### src/rtl/regfile_read_arbiter.sv
// Round-robin arbiter sharing one register-file read port between N_REQ requesters.
// Optional macro REGFILE_ARB_ZERO_REG_EN makes reads of register 31 return zero.
module regfile_read_arbiter #(
    parameter int unsigned N_REQ = 4,
    parameter int unsigned n     = 8
) (
    input  logic               clk,
    input  logic               reset_n,
    input  logic [N_REQ-1:0]   req_valid,
    input  logic [5*N_REQ-1:0] req_addr,
    output logic [N_REQ-1:0]   req_ready,
    output logic [4:0]         rf_select,
    input  logic [n-1:0]       rf_data,
    output logic [N_REQ-1:0]   rsp_valid,
    output logic [n-1:0]       rsp_data,
    input  logic [N_REQ-1:0]   rsp_ready
);

    localparam int unsigned TW = (N_REQ > 1) ? $clog2(N_REQ) : 1;

    logic [TW-1:0] last;
    logic [TW-1:0] s1_tag;
    logic [TW-1:0] s2_tag;
    logic          s1_vld;
    logic          rsp_vld;

    logic          s2_free;
    logic          s1_adv;
    logic          accept_ok;
    logic          found;
    logic          accept;
    logic [TW-1:0] grant_idx;
    logic [4:0]    grant_addr;
    logic [n-1:0]  capture;

    assign s2_free   = !rsp_vld || rsp_ready[s2_tag];
    assign s1_adv    = s2_free;
    assign accept_ok = !s1_vld || s1_adv;

    // Search starts one past the last grant so every requester gets a turn.
    always_comb begin
        logic [TW-1:0] cand;
        found     = 1'b0;
        grant_idx = last;
        cand      = '0;
        for (int unsigned k = 1; k <= N_REQ; k++) begin
            cand = TW'((32'(last) + k) % N_REQ);
            if (!found && req_valid[cand]) begin
                found     = 1'b1;
                grant_idx = cand;
            end
        end
    end

    assign accept     = found && accept_ok && reset_n;
    assign grant_addr = req_addr[5*grant_idx +: 5];

    always_comb begin
        req_ready = '0;
        if (accept) begin
            req_ready[grant_idx] = 1'b1;
        end
    end

    always_comb begin
        rsp_valid = '0;
        if (rsp_vld) begin
            rsp_valid[s2_tag] = 1'b1;
        end
    end

`ifdef REGFILE_ARB_ZERO_REG_EN
    assign capture = (rf_select == 5'd31) ? '0 : rf_data;
`else
    assign capture = rf_data;
`endif

    always_ff @(posedge clk or negedge reset_n) begin
        if (!reset_n) begin
            rf_select <= '0;
            s1_tag    <= '0;
            s1_vld    <= 1'b0;
            s2_tag    <= '0;
            rsp_vld   <= 1'b0;
            rsp_data  <= '0;
            last      <= TW'(N_REQ - 1);
        end else begin
            if (accept) begin
                rf_select <= grant_addr;
                s1_tag    <= grant_idx;
                s1_vld    <= 1'b1;
                last      <= grant_idx;
            end else if (s1_adv) begin
                s1_vld <= 1'b0;
            end
            if (s1_adv) begin
                rsp_data <= capture;
                s2_tag   <= s1_tag;
                rsp_vld  <= s1_vld;
            end
        end
    end

endmodule
### config.mk
export PLATFORM = sky130hd
export DESIGN_NAME = regfile_read_arbiter
export DESIGN_NICKNAME = d
export VERILOG_FILES = /design/src/rtl/regfile_read_arbiter.sv
export SDC_FILE = /design/constraint.sdc
export NUM_CORES = 1
export LEC_CHECK = 0
export ABC_AREA = 1
export ABC_CLOCK_PERIOD_IN_PS = 3060
export CAP_MARGIN = 30
export CORE_MARGIN = 1
export CORE_UTILIZATION = 46
export CTS_CLUSTER_SIZE = 8
export DETAILED_ROUTE_END_ITERATION = 8
export PLACE_DENSITY = 0.85
export SLEW_MARGIN = 0
export SYNTH_ARGS = -nofsm -noshare
export SYNTH_HDL_FRONTEND = slang
export SYNTH_SLANG_ARGS = --single-unit
### constraint.sdc
create_clock -name clk -period 3.06 [get_ports clk]
set_input_delay 0.306 -clock clk [delete_from_list [all_inputs] [get_ports clk]]
set_output_delay 0.306 -clock clk [all_outputs]
set_load 0.005 [all_outputs]
==> impl_metrics.ini <==
[timing]
finalCritPeriodShare = 0.918
fmax_mhz = 356
fin_tns_setup_ps = 0
final_max_slew_viol_count = 0
final-hold-violation-count = 0
worstMarginPinSlew_ps = 260
finalSetupViolCount = 0
fin_worst_skew_ps = 6.21
slew-limit-headroom = 0.827
fin_crit_ps = 2810
setup_slack_ps = 251
rsz0062_at_grt = no

[synthesis]
syn_area_mm2 = 0.00141
syn_nets = 219
syn_inst = 181
ys.warnings.count = 0
yosysSeqAreaShare = 0.375
ys_types = 21
synth_seq_cells = 21
syn_area_per_cell_um2 = 7.78

[placed_design]
hpwl_um = 2620
numPortBuffers = 58
place_ws_ps = 338
gp_congestion = 0.810

[global_routing]
grt-ovfl-total = 0
grt_pass1_vias = 1335
grt_use_met1 = 0.301
grt_use_met2 = 0.365
use_met3 = 0.0454
grt.busiest_layer = met2
grt_max_degree = 22
grt_pass1_wl_um = 5710
antenna_found_initial = 0
globalRouteTotalUtil = 0.221

[critical_path]
path_class = flip-flop to primary output
arrival_ps = 2500
critPathLaunchType = flip-flop
timing.critical_path.mode_cell = nand2_4
critPathTopFamily = simple AND/OR/NAND/NOR gates
critPathBufInv = 2
slowest_stage = dfstp_2
crit_required_ps = 2750
cpPeakStageDelay_ps = 580
worstPathMaxFanout = 5
cp-end-kind = primary output
cp_cell_sequence = buf_4 -> nand2_1 -> nand2_4 -> nand2_4 -> nand2_4 -> nor2_2 -> nand4_1 -> nand2_1 -> nor2_2 -> nand3_2 -> nor2_1 -> clkdlybuf4s50_1

[clock_tree]
cts-root-buf = clkbuf_4
cts-htree-levels = 1
clk_pin_slew_worst_paths_ps = 110
cts_buffer_depth = 2
clkLatencyLatePin_ps = 300
cts_buffers = 3
holdBufCountCts = 0
cts_tree = built
numClockSinks = 21

[power]
leakagePower_nw = 0.947
netSwitchingFraction = 0.474
internal-power_mw = 1.20
seqPwrFrac = 0.225
p_switching_mw = 1.08
power_frac_comb = 0.718
max-vdd-ir-drop_mv = 0.637
clockPowerShare = 0.057
power.density_mw_per_mm2 = 1110

[floorplan]
die_height_um = 57.3
io_pins = 59
die_area_mm2 = 0.00329
start_util = 0.498
die_x_um = 57.3
rows = 19
core_area_mm2 = 0.00283

[cells_and_area]
final_common_cell = clkdlybuf4s50_1
nNetsFinal = 282
diodes = 0
mostFrequentLayoutCells = clkdlybuf4s50_1, nand2_1, nand3_1
syn2layout_area_growth_pct = 45.5
drive_above_1_share = 0.206

[routing]
drt-total-wl_um = 3340
drt_iter0_drc = 127
drc = 2
vias_per_cell = 5.17
dr_total_vias = 1416
wl_per_cell_um = 12.2
ant_nets = 0
drtPass1Iterations = 7

[flow_run]
max_cap_violations = 0

[outcome]
violations = DRC
status = complete, but fails checks

[worst_hold_path]
hold_class = input port to async pin
metrics by stage:
step	utilization	area (um^2)	power [mW]	hold slack, ps	instances
global placement	0.707	2000	2.08	448	268
global route	0.724	2050	2.49	367	274
floorplan	-	1410	1.62	10.4	181
finish	0.724	2050	2.27	377	274
CTS	0.722	2040	2.27	379	274
detailed placement	0.707	2000	2.12	463	268
cell families (layout without fill, tap and decap cells):
group	Yosys count	in the layout	synth area share
AOI/OAI and AO/OA	11	11	0.0400
buffers and inverters	17	79	0.0693
muxes	8	8	0.0639
DFF	21	21	0.375
and+or+nand+nor	124	124	0.452
power by group through the flow:
stage	registers, mW	clock network, mW	logic (mW)
2_1_floorplan	0.513	0	1.11
5_1_grt	0.531	0.150	1.81
4_1_cts	0.512	0.134	1.63
3_5_place_dp	0.534	0	1.58
3_3_place_gp	0.530	0	1.55
6_report	0.512	0.130	1.63
cell type report:
cell class                      instances  area, um^2
Clock buffer                            4        26.3
Fill cell                             230         779
Inverter                               12        47.5
Multi-Input combinational cell        143         791
Sequential cell                        21         528
Tap cell                               31        38.8
Timing Repair Buffer                   63         618
worst register-to-register path, cell delays in order, from the launching register on:
cell	delay, ps
dfstp_2	580
buf_4	150
nand2_1	90
nand2_4	110
nand2_4	60
nand2_4	90
nor2_2	40
nand4_1	70
nand2_1	80
nor2_2	200
buf_4	210
inv_1	130
nand2_1	100
nand2_1	60
Yosys cell counts (all sizes together):
cell	instances	share of area
mux2	8	0.064
nor3	4	0.014
nand4	2	0.0089
o21ai	7	0.025
buf	5	0.036
a21oi	3	0.011
dfstp	2	0.037
a31oi	1	0.0044
nor2	7	0.022
nand2	70	0.24
inv	12	0.034
nand3	41	0.17
dfrtp	19	0.34
layer usage:
| layer | part of all wire | routed length, um |
|---|---|---|
| met1 | 0.45 | 1520 |
| met3 | 0.050 | 168 |
| met5 | 0 | 0 |
| met4 | 0.0090 | 30 |
| met2 | 0.49 | 1620 |
flip-flops by register name, indices dropped and copies added, names as in the netlist:
register and count:
rf_select 5, rsp_data 8, last 2, s1_tag 2, s2_tag 2, s1_vld 1
rsp_vld 1
repair_timing:
action                                  4_1_cts  5_1_grt
pin swaps                                     0        0
setup buffers                                 2        0
endpoints found under the setup margin        2        2
resized for setup                             0        1
path summary, 6_finish.rpt:
check / from / end / slack, ps / cells after the start
setup / recovery: last[0] / req_ready[0] / 250 / 12
hold / removal: reset_n / s2_tag[0] / 380 / 2
setup reg to reg: last[0] / s1_tag[0] / 990 / 13
hold reg to reg: s1_vld / rsp_vld / 480 / 2
max in group asynchronous: reset_n / last[0] / 2420 / 2
min in group clk: s1_vld / rsp_vld / 480 / 2
Note: power is estimated with default switching activity, not from simulation.
